`src/rtl/tmds_serializer_diff.sv`:
```
// Purpose : TMDS output stage. Buffers 10-bit word groups, serialises each lane LSB-first,
//           generates the TMDS clock lane and drives p/n pin pairs (DDR or SDR).
// Latency : a group popped at the load cycle has bit0 in the pin register one cycle later;
//           in DDR builds it reaches the pin one output-register stage after that.
// Backpr. : in_ready is the registered "FIFO not full"; words are taken on in_valid && in_ready.
//
// Ports
//   clk_shift  bit/shift clock (5x pixel clock for DDR, 10x for SDR)
//   reset      asynchronous, active-high
//   enable     1: drain FIFO at each load; 0: send IDLE_WORD and hold the FIFO
//   in_valid   word group offered
//   in_ready   FIFO can accept a group
//   in_data    lane k at [k*WORD_W +: WORD_W]
//   word_start one-cycle pulse after every shifter load
//   underflow  sticky: a load found the FIFO empty while enabled
//   out_p/out_n pin pairs, index DATA_LANES is the clock lane

// Purpose : generic word FIFO, power-of-two depth.
// Latency : a written word is readable the cycle after the write.
// Backpr. : wr_rdy is registered from the next-cycle occupancy; low when full and in reset.
module tmds_word_fifo #(
  parameter int WIDTH = 30,
  parameter int DEPTH = 4
) (
  input  logic             clk,
  input  logic             rst,
  input  logic             wr_vld,
  output logic             wr_rdy,
  input  logic [WIDTH-1:0] wr_dat,
  input  logic             rd_en,
  output logic [WIDTH-1:0] rd_dat,
  output logic             empty
);
  localparam int AW  = $clog2(DEPTH);
  localparam int CNW = AW + 1;

  logic [WIDTH-1:0] mem [DEPTH];
  logic [AW-1:0]    wr_ptr;
  logic [AW-1:0]    rd_ptr;
  logic [CNW-1:0]   count;
  logic [CNW-1:0]   count_next;
  logic             push;
  logic             pop;

  assign push       = wr_vld && wr_rdy;
  assign pop        = rd_en && !empty;
  assign empty      = (count == '0);
  // A write while full is impossible because wr_rdy is low then, so the
  // occupancy can never overflow; push+pop together leaves it unchanged.
  assign count_next = count + CNW'(push) - CNW'(pop);
  assign rd_dat     = mem[rd_ptr];

  always_ff @(posedge clk or posedge rst) begin
    if (rst) begin
      wr_ptr <= '0;
      rd_ptr <= '0;
      count  <= '0;
      wr_rdy <= 1'b0;
    end else begin
      if (push) wr_ptr <= wr_ptr + AW'(1);
      if (pop)  rd_ptr <= rd_ptr + AW'(1);
      count  <= count_next;
      wr_rdy <= (count_next != CNW'(DEPTH));
    end
  end

  // Storage needs no reset: the pointers define which entries are meaningful.
  always_ff @(posedge clk) begin
    if (push) mem[wr_ptr] <= wr_dat;
  end
endmodule

// Purpose : behavioural equivalent of the ECP5 ODDRX1F (d0 in the high phase, d1 in the low phase).
// Latency : one clk rising edge from d0/d1 to q.
// Backpr. : none; free-running output stage, async reset forces q to RST_VAL.
module tmds_oddr #(
  parameter logic RST_VAL = 1'b0
) (
  input  logic clk,
  input  logic rst,
  input  logic d0,
  input  logic d1,
  output logic q
);
  logic r0;
  logic r1;

  always_ff @(posedge clk or posedge rst) begin
    if (rst) begin
      r0 <= RST_VAL;
      r1 <= RST_VAL;
    end else begin
      r0 <= d0;
      r1 <= d1;
    end
  end

  // First half of the bit period carries d0, second half d1.
  assign q = clk ? r0 : r1;
endmodule

// Purpose : TMDS serialiser top, see file header.
// Latency : load cycle -> pin register next cycle (+1 ODDR stage when DDR=1).
// Backpr. : in_ready low when the word FIFO is full.
module tmds_serializer_diff #(
  parameter int                  DATA_LANES  = 3,
  parameter int                  WORD_W      = 10,
  parameter int                  DDR         = 1,
  parameter int                  FIFO_DEPTH  = 4,
  parameter logic [WORD_W-1:0]   IDLE_WORD   = 10'b1101010100,
  parameter logic [WORD_W-1:0]   CLK_WORD    = 10'b0000011111,
  parameter logic [DATA_LANES:0] INVERT_MASK = '0
) (
  input  logic                         clk_shift,
  input  logic                         reset,
  input  logic                         enable,
  input  logic                         in_valid,
  output logic                         in_ready,
  input  logic [DATA_LANES*WORD_W-1:0] in_data,
  output logic                         word_start,
  output logic                         underflow,
  output logic [DATA_LANES:0]          out_p,
  output logic [DATA_LANES:0]          out_n
);
  // WORD_W must be even for DDR builds and FIFO_DEPTH a power of two >= 2.
  localparam int STEP   = (DDR != 0) ? 2 : 1;
  localparam int PERIOD = WORD_W / STEP;
  localparam int CW     = (PERIOD > 1) ? $clog2(PERIOD) : 1;
  localparam int GW     = DATA_LANES * WORD_W;

  logic [CW-1:0]                   cnt;
  logic                            load;
  logic                            fifo_empty;
  logic [GW-1:0]                   fifo_dat;
  logic                            pop;
  logic [DATA_LANES:0][WORD_W-1:0] sh_q;
  logic [DATA_LANES:0][WORD_W-1:0] sh_d;
  logic [DATA_LANES:0][STEP-1:0]   bits_d;
  logic [DATA_LANES:0][STEP-1:0]   pin_p_q;
  logic [DATA_LANES:0][STEP-1:0]   pin_n_q;

  // The last cycle of every word period is the load cycle; the enable value
  // sampled here decides what the next word is, so mid-word enable changes
  // only take effect at the following word boundary.
  assign load = (cnt == CW'(PERIOD - 1));
  assign pop  = load && enable && !fifo_empty;

  tmds_word_fifo #(
    .WIDTH (GW),
    .DEPTH (FIFO_DEPTH)
  ) u_fifo (
    .clk    (clk_shift),
    .rst    (reset),
    .wr_vld (in_valid),
    .wr_rdy (in_ready),
    .wr_dat (in_data),
    .rd_en  (pop),
    .rd_dat (fifo_dat),
    .empty  (fifo_empty)
  );

  // Word period counter.
  always_ff @(posedge clk_shift or posedge reset) begin
    if (reset) begin
      cnt <= '0;
    end else if (load) begin
      cnt <= '0;
    end else begin
      cnt <= cnt + CW'(1);
    end
  end

  // Next shifter contents. The pin register samples the low bits of the
  // next value, so a freshly loaded word has bit0 in the pin register in
  // the cycle right after the load, and all lanes switch word together
  // with the clock lane's rising pattern.
  always_comb begin
    sh_d   = sh_q;
    bits_d = '0;
    for (int k = 0; k < DATA_LANES; k++) begin
      if (load) begin
        sh_d[k] = pop ? fifo_dat[k*WORD_W +: WORD_W] : IDLE_WORD;
      end else begin
        sh_d[k] = sh_q[k] >> STEP;
      end
    end
    sh_d[DATA_LANES] = load ? CLK_WORD : (sh_q[DATA_LANES] >> STEP);
    for (int k = 0; k <= DATA_LANES; k++) begin
      bits_d[k] = sh_d[k][STEP-1:0];
    end
  end

  always_ff @(posedge clk_shift or posedge reset) begin
    if (reset) begin
      for (int k = 0; k < DATA_LANES; k++) begin
        sh_q[k] <= IDLE_WORD;
      end
      sh_q[DATA_LANES] <= CLK_WORD;
    end else begin
      sh_q <= sh_d;
    end
  end

  // Status: word_start marks the cycle whose pin register holds bit0.
  always_ff @(posedge clk_shift or posedge reset) begin
    if (reset) begin
      word_start <= 1'b0;
      underflow  <= 1'b0;
    end else begin
      word_start <= load;
      if (load && enable && fifo_empty) underflow <= 1'b1;
    end
  end

  // Pin register stage; the per-lane polarity swap is folded in here so the
  // serial data path stays polarity-agnostic.
  always_ff @(posedge clk_shift or posedge reset) begin
    if (reset) begin
      for (int k = 0; k <= DATA_LANES; k++) begin
        pin_p_q[k] <= {STEP{INVERT_MASK[k]}};
        pin_n_q[k] <= {STEP{~INVERT_MASK[k]}};
      end
    end else begin
      for (int k = 0; k <= DATA_LANES; k++) begin
        pin_p_q[k] <= bits_d[k] ^ {STEP{INVERT_MASK[k]}};
        pin_n_q[k] <= ~bits_d[k] ^ {STEP{INVERT_MASK[k]}};
      end
    end
  end

  for (genvar k = 0; k <= DATA_LANES; k++) begin : g_pin
    if (DDR != 0) begin : g_ddr
      tmds_oddr #(
        .RST_VAL (INVERT_MASK[k])
      ) u_oddr_p (
        .clk (clk_shift),
        .rst (reset),
        .d0  (pin_p_q[k][0]),
        .d1  (pin_p_q[k][STEP-1]),
        .q   (out_p[k])
      );
      tmds_oddr #(
        .RST_VAL (~INVERT_MASK[k])
      ) u_oddr_n (
        .clk (clk_shift),
        .rst (reset),
        .d0  (pin_n_q[k][0]),
        .d1  (pin_n_q[k][STEP-1]),
        .q   (out_n[k])
      );
    end else begin : g_sdr
      assign out_p[k] = pin_p_q[k][0];
      assign out_n[k] = pin_n_q[k][0];
    end
  end
endmodule

```
`config.mk`:
```
export PLATFORM = sky130hd
export DESIGN_NAME = tmds_serializer_diff
export DESIGN_NICKNAME = d
export VERILOG_FILES = /design/src/rtl/tmds_serializer_diff.sv
export SDC_FILE = /design/constraint.sdc
export NUM_CORES = 1
export LEC_CHECK = 0
export BUFFER_PORTS_ARGS = -buffer_cell sky130_fd_sc_hd__buf_2
export CAP_MARGIN = 20
export CORE_MARGIN = 4
export CORE_UTILIZATION = 64
export DETAILED_ROUTE_END_ITERATION = 12
export PLACE_DENSITY = 0.87
export SYNTH_ARGS = -nofsm -noshare
export SYNTH_HDL_FRONTEND = slang
export SYNTH_SLANG_ARGS = --single-unit
export TNS_END_PERCENT = 1
```
`constraint.sdc`:
```
create_clock -name clk_shift -period 6 [get_ports clk_shift]
set_input_delay 0.6 -clock clk_shift [delete_from_list [all_inputs] [get_ports clk_shift]]
set_output_delay 0.6 -clock clk_shift [all_outputs]
set_load 0.005 [all_outputs]
```
==> reports/qor.yml <==
hp-class: "input port to register"
grt_pass1_wl_mm: 18.8
p_per_area_nw_per_um2: 479
finalHoldViolCount: 0
start_kind: "clock port"
die_x_um: 113
grt_pass1_vias: 3531
synth_edf_count: 120
drt_first_iter_violations: 198
utilization: 0.754
fp.dieH_um: 113
coreArea_um2: 10500
tns_ps: 0
setup_viol: 0
synthArstFlopShare: 0.372
synthTopCellsByArea: "edfxtp_1, dfrtp_1, dfstp_2"
design.die.area_um2: 12700
synthesis.area_um2: 6990
place_ws_ps: 2040
overflow: 0
totalWireLength_mm: 11.9
placed_area_um2: 7270
nNetsFinal: 432
start_util: 0.668
io_buffer_count: 44
synth_top_family_by_area: "multiplexers"
synth_ff_type: "edfxtp_1"
cp_max_fo: 4
syn_area_per_cell_um2: 20.7
critPathKind: "clock port to output port"
cellLeakagePower_nw: 2.98
antenna_found_initial: 0
synth_xor_area_frac: 0.00626
design_area_um2: 7890
area_growth_pct: 12.8
diodes: 0
endpoint_kind: "output port"
vias_per_cell: 5.91
synth_seq_cells: 191
synth-compound-area-share: 0.0447
path_common_cell: "clkbuf_8"
wire_per_inst_um: 22.2
clk_pin_slew_ps: 70
fin_worst_skew_ps: 9.48
gp_congestion: 0.702
clkLatencyLatePin_ps: 640
final_max_slew_viol_count: 0
ir_drop_uv: 283
ctsResizeCount: 0
ios: 45
worstMarginPinSlew_ps: 909
vias: 3180
synth.distinct_cells: 31
grt_use_total: 0.204
yosys.area_share.adder: 0.0172
layout-drive-gt1-share: 0.391
cp_slowest_cell: "mux2_2"
cts_setup_buffers: 0
syn_nets: 380
worstPathRequired_ps: 5400
slowest_delay_ps: 260
drtAntennaViolNets: 0
muxShareOfSynthArea: 0.111
yosys.area_share.simple: 0.0149
drt_first_pass_iters: 4
yosysTopAreaCell: "edfxtp_1"
status: "complete, no violations"
netlist_instances: 337
crit_chain: "clkbuf_8 > clkbuf_8 > mux2_2 > buf_2"
dp_hpwl_mm: 6.42
row_count: 37
yosysWarnings: 0
layout_setup_ws_ps: 1760
cp.arrival_ps: 3640
synth_top_area_frac: 0.515
grt_max_degree: 72
tritoncts: "built"
n_fill_cell: 572
remaining_drc_errors: 0
rsz0062_at_grt: "no"
cts_hold_buf: 0
relSlewSlack: 0.393
ys_seq_area_frac: 0.776
cap_viol_max_count: 0
## sequential cells by signal, summed over array words and instances (netlist names)
signal / flops
u_fifo.rd_ptr: 2
g_pin.g_ddr.u_oddr_p.r1: 4
word_start: 1
g_pin.g_ddr.u_oddr_n.r1: 4
sh_q: 29
g_pin.g_ddr.u_oddr_n.r0: 4
pin_n_q: 8
g_pin.g_ddr.u_oddr_p.r0: 4
underflow: 1
u_fifo.wr_ptr: 2
cnt: 3
pin_p_q: 5
u_fifo.wr_rdy: 1
u_fifo.mem: 120
u_fifo.count: 3
## final timing paths
| check | start | to | slack (ps) | cells past startpoint |
|---|---|---|---|---|
| max in group asynchronous | reset | u_fifo.rd_ptr[0]$_DFFE_PP0P_ | 5190 | 3 |
| min | in_data[18] | u_fifo.mem[3][18]$_DFFE_PP_ | 180 | 1 |
| min in group asynchronous | reset | g_pin[0].g_ddr.u_oddr_p.r1$_DFF_PP0_ | 200 | 3 |
| max reg2reg | cnt[0]$_DFF_PP0_ | u_fifo.wr_rdy$_DFF_PP0_ | 2860 | 12 |
| min reg2reg | pin_p_q[7]$_DFF_PP0_ | g_pin[3].g_ddr.u_oddr_p.r1$_DFF_PP0_ | 350 | 0 |
| max | clk_shift | out_n[1] | 1760 | 4 |
## worst max-delay path: cells and delay by family
| family | cells | cell delay, ps |
|---|---|---|
| buf+inv | 3 | 370 |
| mux | 1 | 260 |
## logic make-up after synthesis
family	count (synthesis)
AO/OA/AOI/OAI	38
XOR/XNOR	5
adder cells (fa/ha/maj)	9
buffers and inverters	36
flip-flops	191
multiplexers	39
AND/OR/NAND/NOR	19
## power breakdown
group	internal (mW)	total, mW	switching (mW)
Sequential	1.70	1.80	0.0998
Combinational	0.364	0.759	0.395
Clock	0.722	1.23	0.504
## synthesized netlist by cell type (3+ instances only)
cell type    n
inv_1       12
buf_6        3
o21a_1       6
o22a_1       9
ha_1         8
mux4_2      30
a22o_1      15
clkbuf_1     3
nand2_1      4
mux2_2       9
edfxtp_1   120
buf_4        8
xnor2_1      5
dfstp_2     33
dfrtp_1     38
nor2_1       3
buf_2        6
and3_1       5
a22oi_1      6
## per-layer routing
layer,vias to the layer above,global-route usage,part of all wire
li1,1398,-,-
met2,120,0.330,0.54
met1,1647,0.245,0.38
met4,0,0.103,0.014
met5,-,0,0
met3,15,0.0739,0.065
## placed cells by master, fill, tap and decap left out, drive strengths merged, types with 2 or more instances in the layout
cell,n
clkinv,7
ha,8
o21a,6
o22a,9
nand3,2
nor2,3
and3,5
nand2b,2
a22o,15
clkbuf,24
xnor2,5
dfstp,33
clkinvlp,2
mux4,30
edfxtp,120
nand2,5
buf,51
inv,15
bufinv,2
a22oi,6
mux2,9
dfrtp,38
## area by class of cell
cell class / count / area (um2) / area share
Sequential cell: 191 / 5420 / 0.688
Multi-Input combinational cell: 110 / 1360 / 0.172
Clock buffer: 32 / 520 / 0.0660
Timing Repair Buffer: 43 / 245 / 0.0311
Tap cell: 136 / 170 / 0.0216
Clock inverter: 12 / 118 / 0.0149
Inverter: 14 / 52.6 / 0.00666
## metrics by stage
stage / std cells / hold WS, ps / power, mW
finish: 538 / 176 / 3.78
global route: 538 / 160 / 3.96
CTS: 537 / 164 / 3.80
detailed placement: 501 / 336 / 2.65
global placement: 501 / 332 / 2.60
floorplan: 337 / 331 / 2.51
No activity file was read; power rests on OpenSTA's default activity.
